===== config.mk =====
export PLATFORM = sky130hd
export DESIGN_NAME = dec_rr_arbiter
export DESIGN_NICKNAME = d
export VERILOG_FILES = /design/src/rtl/arb_pkg.sv /design/src/rtl/dec2to4.sv /design/src/rtl/dec_rr_arbiter.sv
export SDC_FILE = /design/constraint.sdc
export NUM_CORES = 1
export LEC_CHECK = 0
export ABC_AREA = 1
export CORE_ASPECT_RATIO = 1.1
export CORE_MARGIN = 1
export CORE_UTILIZATION = 57
export DETAILED_ROUTE_END_ITERATION = 16
export PLACE_DENSITY = 0.81
export SYNTH_ARGS = -nofsm -noshare
export SYNTH_HDL_FRONTEND = slang
export SYNTH_SLANG_ARGS = --single-unit

===== constraint.sdc =====
create_clock -name clk -period 2.3 [get_ports clk]
set_clock_uncertainty 0.1 [all_clocks]
set_input_delay 0.345 -clock clk [delete_from_list [all_inputs] [get_ports clk]]
set_output_delay 0.345 -clock clk [all_outputs]
set_load 0.01 [all_outputs]

===== src/rtl/arb_pkg.sv =====
// Shared types, sizes and the rotating-priority search for the round-robin arbiter.
package arb_pkg;

    localparam int NREQ         = 4;
    localparam int IDX_W        = 2;
    localparam int DEF_MAX_HOLD = 8;
    localparam int DEF_HOLD_W   = 4;

    typedef enum logic [1:0] {
        IDLE  = 2'd0,
        GRANT = 2'd1,
        GAP   = 2'd2
    } state_t;

    // First set request bit found when scanning upward from ptr, wrapping 3 -> 0.
    // Scans from the far end back toward ptr so the nearest hit is the last write.
    function automatic logic [IDX_W-1:0] rr_pick(input logic [NREQ-1:0]  req,
                                                 input logic [IDX_W-1:0] ptr);
        logic [IDX_W-1:0] idx;
        rr_pick = ptr;
        for (int k = NREQ - 1; k >= 0; k--) begin
            idx = ptr + IDX_W'(k);
            if (req[idx]) rr_pick = idx;
        end
    endfunction

endpackage


===== src/rtl/dec2to4.sv =====
// Combinational 2-to-4 one-hot decoder with enable; all zeros when disabled.
module dec2to4
    import arb_pkg::*;
(
    input  logic             en,
    input  logic [IDX_W-1:0] idx,
    output logic [NREQ-1:0]  y
);

    // One-hot decode of idx, gated by en.
    always_comb begin
        // NOTE: default assignment first so no path leaves y unassigned (no latch).
        y = '0;
        if (en) y[idx] = 1'b1;
    end

endmodule


===== src/rtl/dec_rr_arbiter.sv =====
// Round-robin arbiter for four requesters with bounded hold and a one-cycle
// gap between consecutive grants; the grant vector comes from a 2-to-4 decode
// of the registered winner index.
module dec_rr_arbiter
    import arb_pkg::*;
#(
    parameter int MAX_HOLD = DEF_MAX_HOLD,
    parameter int HOLD_W   = DEF_HOLD_W
) (
    input  logic             clk,
    input  logic             rst_n,
    input  logic             en,
    input  logic [NREQ-1:0]  req,
    output logic [NREQ-1:0]  gnt,
    output logic [IDX_W-1:0] gnt_idx,
    output logic             gnt_vld
);

    localparam logic [HOLD_W-1:0] HOLD_MAX  = HOLD_W'(MAX_HOLD);
    localparam logic [HOLD_W-1:0] HOLD_LAST = HOLD_W'(MAX_HOLD - 1);

    state_t            state;
    logic [IDX_W-1:0]  ptr;
    logic [HOLD_W-1:0] hold_cnt;
    logic [IDX_W-1:0]  winner;
    logic              others_wait;
    logic              release_now;

    assign winner      = rr_pick(req, ptr);
    assign others_wait = |(req & ~gnt);
    assign release_now = !req[gnt_idx] || ((hold_cnt >= HOLD_LAST) && others_wait);

    // gnt is decoded from registered index/valid only, so there is no req-to-gnt path
    // and an asynchronous reset of gnt_vld drops gnt without waiting for a clock.
    dec2to4 u_dec (
        .en  (gnt_vld),
        .idx (gnt_idx),
        .y   (gnt)
    );

    // Arbitration FSM: winner selection, grant hold/pre-emption, pointer rotation.
    always_ff @(posedge clk or negedge rst_n) begin
        // NOTE: state is updated with non-blocking assignments so every branch sees
        // the pre-edge values of gnt_idx, ptr and hold_cnt.
        if (!rst_n) begin
            state    <= IDLE;
            gnt_idx  <= '0;
            gnt_vld  <= 1'b0;
            ptr      <= '0;
            hold_cnt <= '0;
        end else begin
            case (state)
                IDLE, GAP: begin
                    if (en && |req) begin
                        state    <= GRANT;
                        gnt_idx  <= winner;
                        gnt_vld  <= 1'b1;
                        hold_cnt <= '0;
                    end else begin
                        state   <= IDLE;
                        gnt_vld <= 1'b0;
                    end
                end
                GRANT: begin
                    if (release_now) begin
                        state    <= GAP;
                        gnt_vld  <= 1'b0;
                        ptr      <= gnt_idx + IDX_W'(1);
                        hold_cnt <= '0;
                    end else if (hold_cnt != HOLD_MAX) begin
                        hold_cnt <= hold_cnt + HOLD_W'(1);
                    end
                end
                default: begin
                    state   <= IDLE;
                    gnt_vld <= 1'b0;
                end
            endcase
        end
    end

endmodule

==> results of run 1 <==
[power groups by stage]
stage,sequential (mW),combinational [mW],clock [mW]
after global routing,0.386,0.886,0.145
after floorplan,0.343,0.622,0
after global placement,0.375,0.758,0
after detailed placement,0.379,0.773,0
final,0.378,0.777,0.134
after CTS,0.375,0.779,0.136
[per-layer routing]
layer  wire length (um)  track usage, %
met5                  0               0
met4                  8            10.0
met3                 67            1.48
met2                809            34.7
met1                992            36.4
[worst reg2reg max path: stages (launching register included)]
cell and delay (ps):
dfrtp_1 540, inv_1 120, ha_1 210, nand2_1 80
nand2_1 50, nand4_1 100, nand2_2 90, nand4_2 110
nand2_1 80, nand2_1 70, nand2_1 50
[cell usage in the layout, fill, tap and decap left out, drive strengths merged]
| master | instances |
|---|---|
| nand2 | 61 |
| inv | 26 |
| clkdlybuf4s50 | 13 |
| nand3 | 13 |
| dfrtp | 11 |
| o21ai | 7 |
| ha | 6 |
| nand4 | 5 |
| nor2 | 4 |
| a21oi | 3 |
| clkbuf | 3 |
| o211ai | 1 |
| o21a | 1 |
| nor3 | 1 |
| clkinv | 1 |
[stage by stage]
step,instance area [um^2],setup WS (ps),hold WS [ps]
2_1_floorplan,955,759,-50.6
3_5_place_dp,1090,446,429
4_1_cts,1120,142,312
6_report,1120,140,302
5_1_grt,1120,42.3,339
3_3_place_gp,1090,455,399
[worst max path at each step]
stage | from | endpoint | slack, ps
2_1_floorplan | gnt_idx[0] | ptr[1] | 760
3_3_place_gp | gnt_idx[0] | gnt[0] | 450
3_5_place_dp | gnt_idx[0] | gnt[0] | 450
4_1_cts | gnt_idx[0] | gnt[0] | 140
5_1_grt | gnt_idx[0] | gnt[0] | 40
6_report | gnt_idx[0] | gnt[0] | 140
[final cells by class]
| cell class | count | area [um^2] |
|---|---|---|
| Timing Repair Buffer | 13 | 130 |
| Clock inverter | 1 | 5.00 |
| Multi-Input combinational cell | 102 | 566 |
| Tap cell | 17 | 21.3 |
| Clock buffer | 3 | 22.5 |
| Fill cell | 131 | 454 |
| Inverter | 26 | 103 |
| Sequential cell | 11 | 275 |
[kinds of logic (layout without fill, tap and decap cells)]
| kind of cell | after synthesis | after routing | synth area share [%] |
|---|---|---|---|
| compound gates | 12 | 12 | 7.60 |
| fa+ha+maj | 6 | 6 | 7.86 |
| buf+inv | 27 | 43 | 11.9 |
| flops | 11 | 11 | 28.8 |
| simple gates | 84 | 84 | 43.8 |
[registers in the layout (all words and copies together), names as in the netlist]
| name | count |
|---|---|
| hold_cnt | 4 |
| gnt_vld | 1 |
| ptr | 2 |
| state | 2 |
| gnt_idx | 2 |
==> metrics.csv, run 1 <==
metric;value;unit
R2R depth;10;
top-count cell post-synth;nand2_1;
full die area;1840;um^2
setup tns final;0;ps
gp weighted congestion;0.808;
Final Util;71.2;%
run status;finished clean;
Pwr Total;1.29;mW
setup bufs post-CTS;0;
Hold Buf Count CTS;0;
non-filler cells in the finished layout;173;
VDD IR max;0.747;mV
1st-pass router iterations;4;
Avg Synthesized Cell Area;6.82;um^2
worst slew pin tran;487;ps
TritonCTS clock tree;built;
Synth top area share;28.8;%
initial antenna violation count;0;
CP max-delay cell;dfrtp_1;
pin count of the biggest net entering global routing;12;
mapped cell area;955;um^2
Post-synth EDFFs;0;
Diodes inserted;0;
width of the chip;41.0;um
cts repair resizes;0;
Lkg Pwr;0.648;nW
CP Max Fanout;10;
clock root buffer;clkbuf_4;
port bufs;13;
Ys Warns;0;
CP peak stage delay;540;ps
setup violators final;0;
std cell rows;15;
Final Hold Viols;0;
Fmax;463;MHz
Clk pin slew, worst setup/hold paths;80;ps
GR Overflow Total;0;
RSZ-0062 raised after global routing;false;
placed cell count;169;
Setup CP Type;register to primary output;
DR iter-0 viols;18;
final wirelength;1880;um
# DRC;0;
ratio of cells with drive above 1 in the final layout;17.9;%
die height;44.9;um
number of global-route vias before repair;728;
global-route usage over all layers;23.9;%
H-tree Lvls;1;
r2r startpoint;gnt_idx[0];
Slew headroom;67.4;%
Initial Util;60.6;%
wire per inst;10.9;um
post-layout min period;2160;ps
reg2reg setup slack;600;ps
min-delay worst type;input pin to async pin;
CTS Sinks;11;
Netlist cell types;21;
Clk pwr share;10.4;%
Crit path max-delay family;buffers and inverters;
P_int;637;uW
fin crit share;93.9;%
CP Depth;5;
core area;1580;um^2
Area contributors post-synth;dfrtp_1, nand2_1, ha_1;
MaxCap Viol Count;0;
Gate power share;60.3;%
global-route wire length before repair;2980;um
Req. time, crit path;1860;ps
largest area contributor in the netlist;dfrtp_1;
most used cell, CP;inv_1;
maximum root-to-sink buffer count;2;
Worst setup SP type;register;
syn nets;153;
routed vias;878;
Top Ports;14;
Main synth FF type;dfrtp_1;
DP Wirelength;1520;um
Buf/Inv on CP;3;
gate count after technology mapping;140;
Slew Viols, Final;0;
Vias/cell;5.08;
top post-synthesis cells by count;nand2_1, inv_1, nand2_2, nand3_1, dfrtp_1;
arrival time at the worst endpoint;1720;ps
nets;170;
crit end category;primary output;
sequential area share after synthesis;28.8;%
Flop pwr share;29.3;%
CTS Buf Count;3;
DRT antenna net count;0;
Area growth syn-to-layout;17.6;%
P_sw;652;uW
worst skew pair latency;270;ps
crit-path cells;inv_1 > ha_1 > nand2_1 > inv_1 > clkdlybuf4s50_1;
ys async rst share;100;%
Pwr Density;1150;nW/um^2
Crit Reg-Reg Endpoint;hold_cnt[1];
#FFs+latches synth;11;
switching share of total power;50.6;%
No activity file was read; power rests on OpenSTA's default activity.
==> inputs of run 2 (changes only) <==
Settings changed: HOLD_SLACK_MARGIN set to 0.1.
==> results of run 2 <==
Final layout, timing and power as in run 1 (identical DEF).
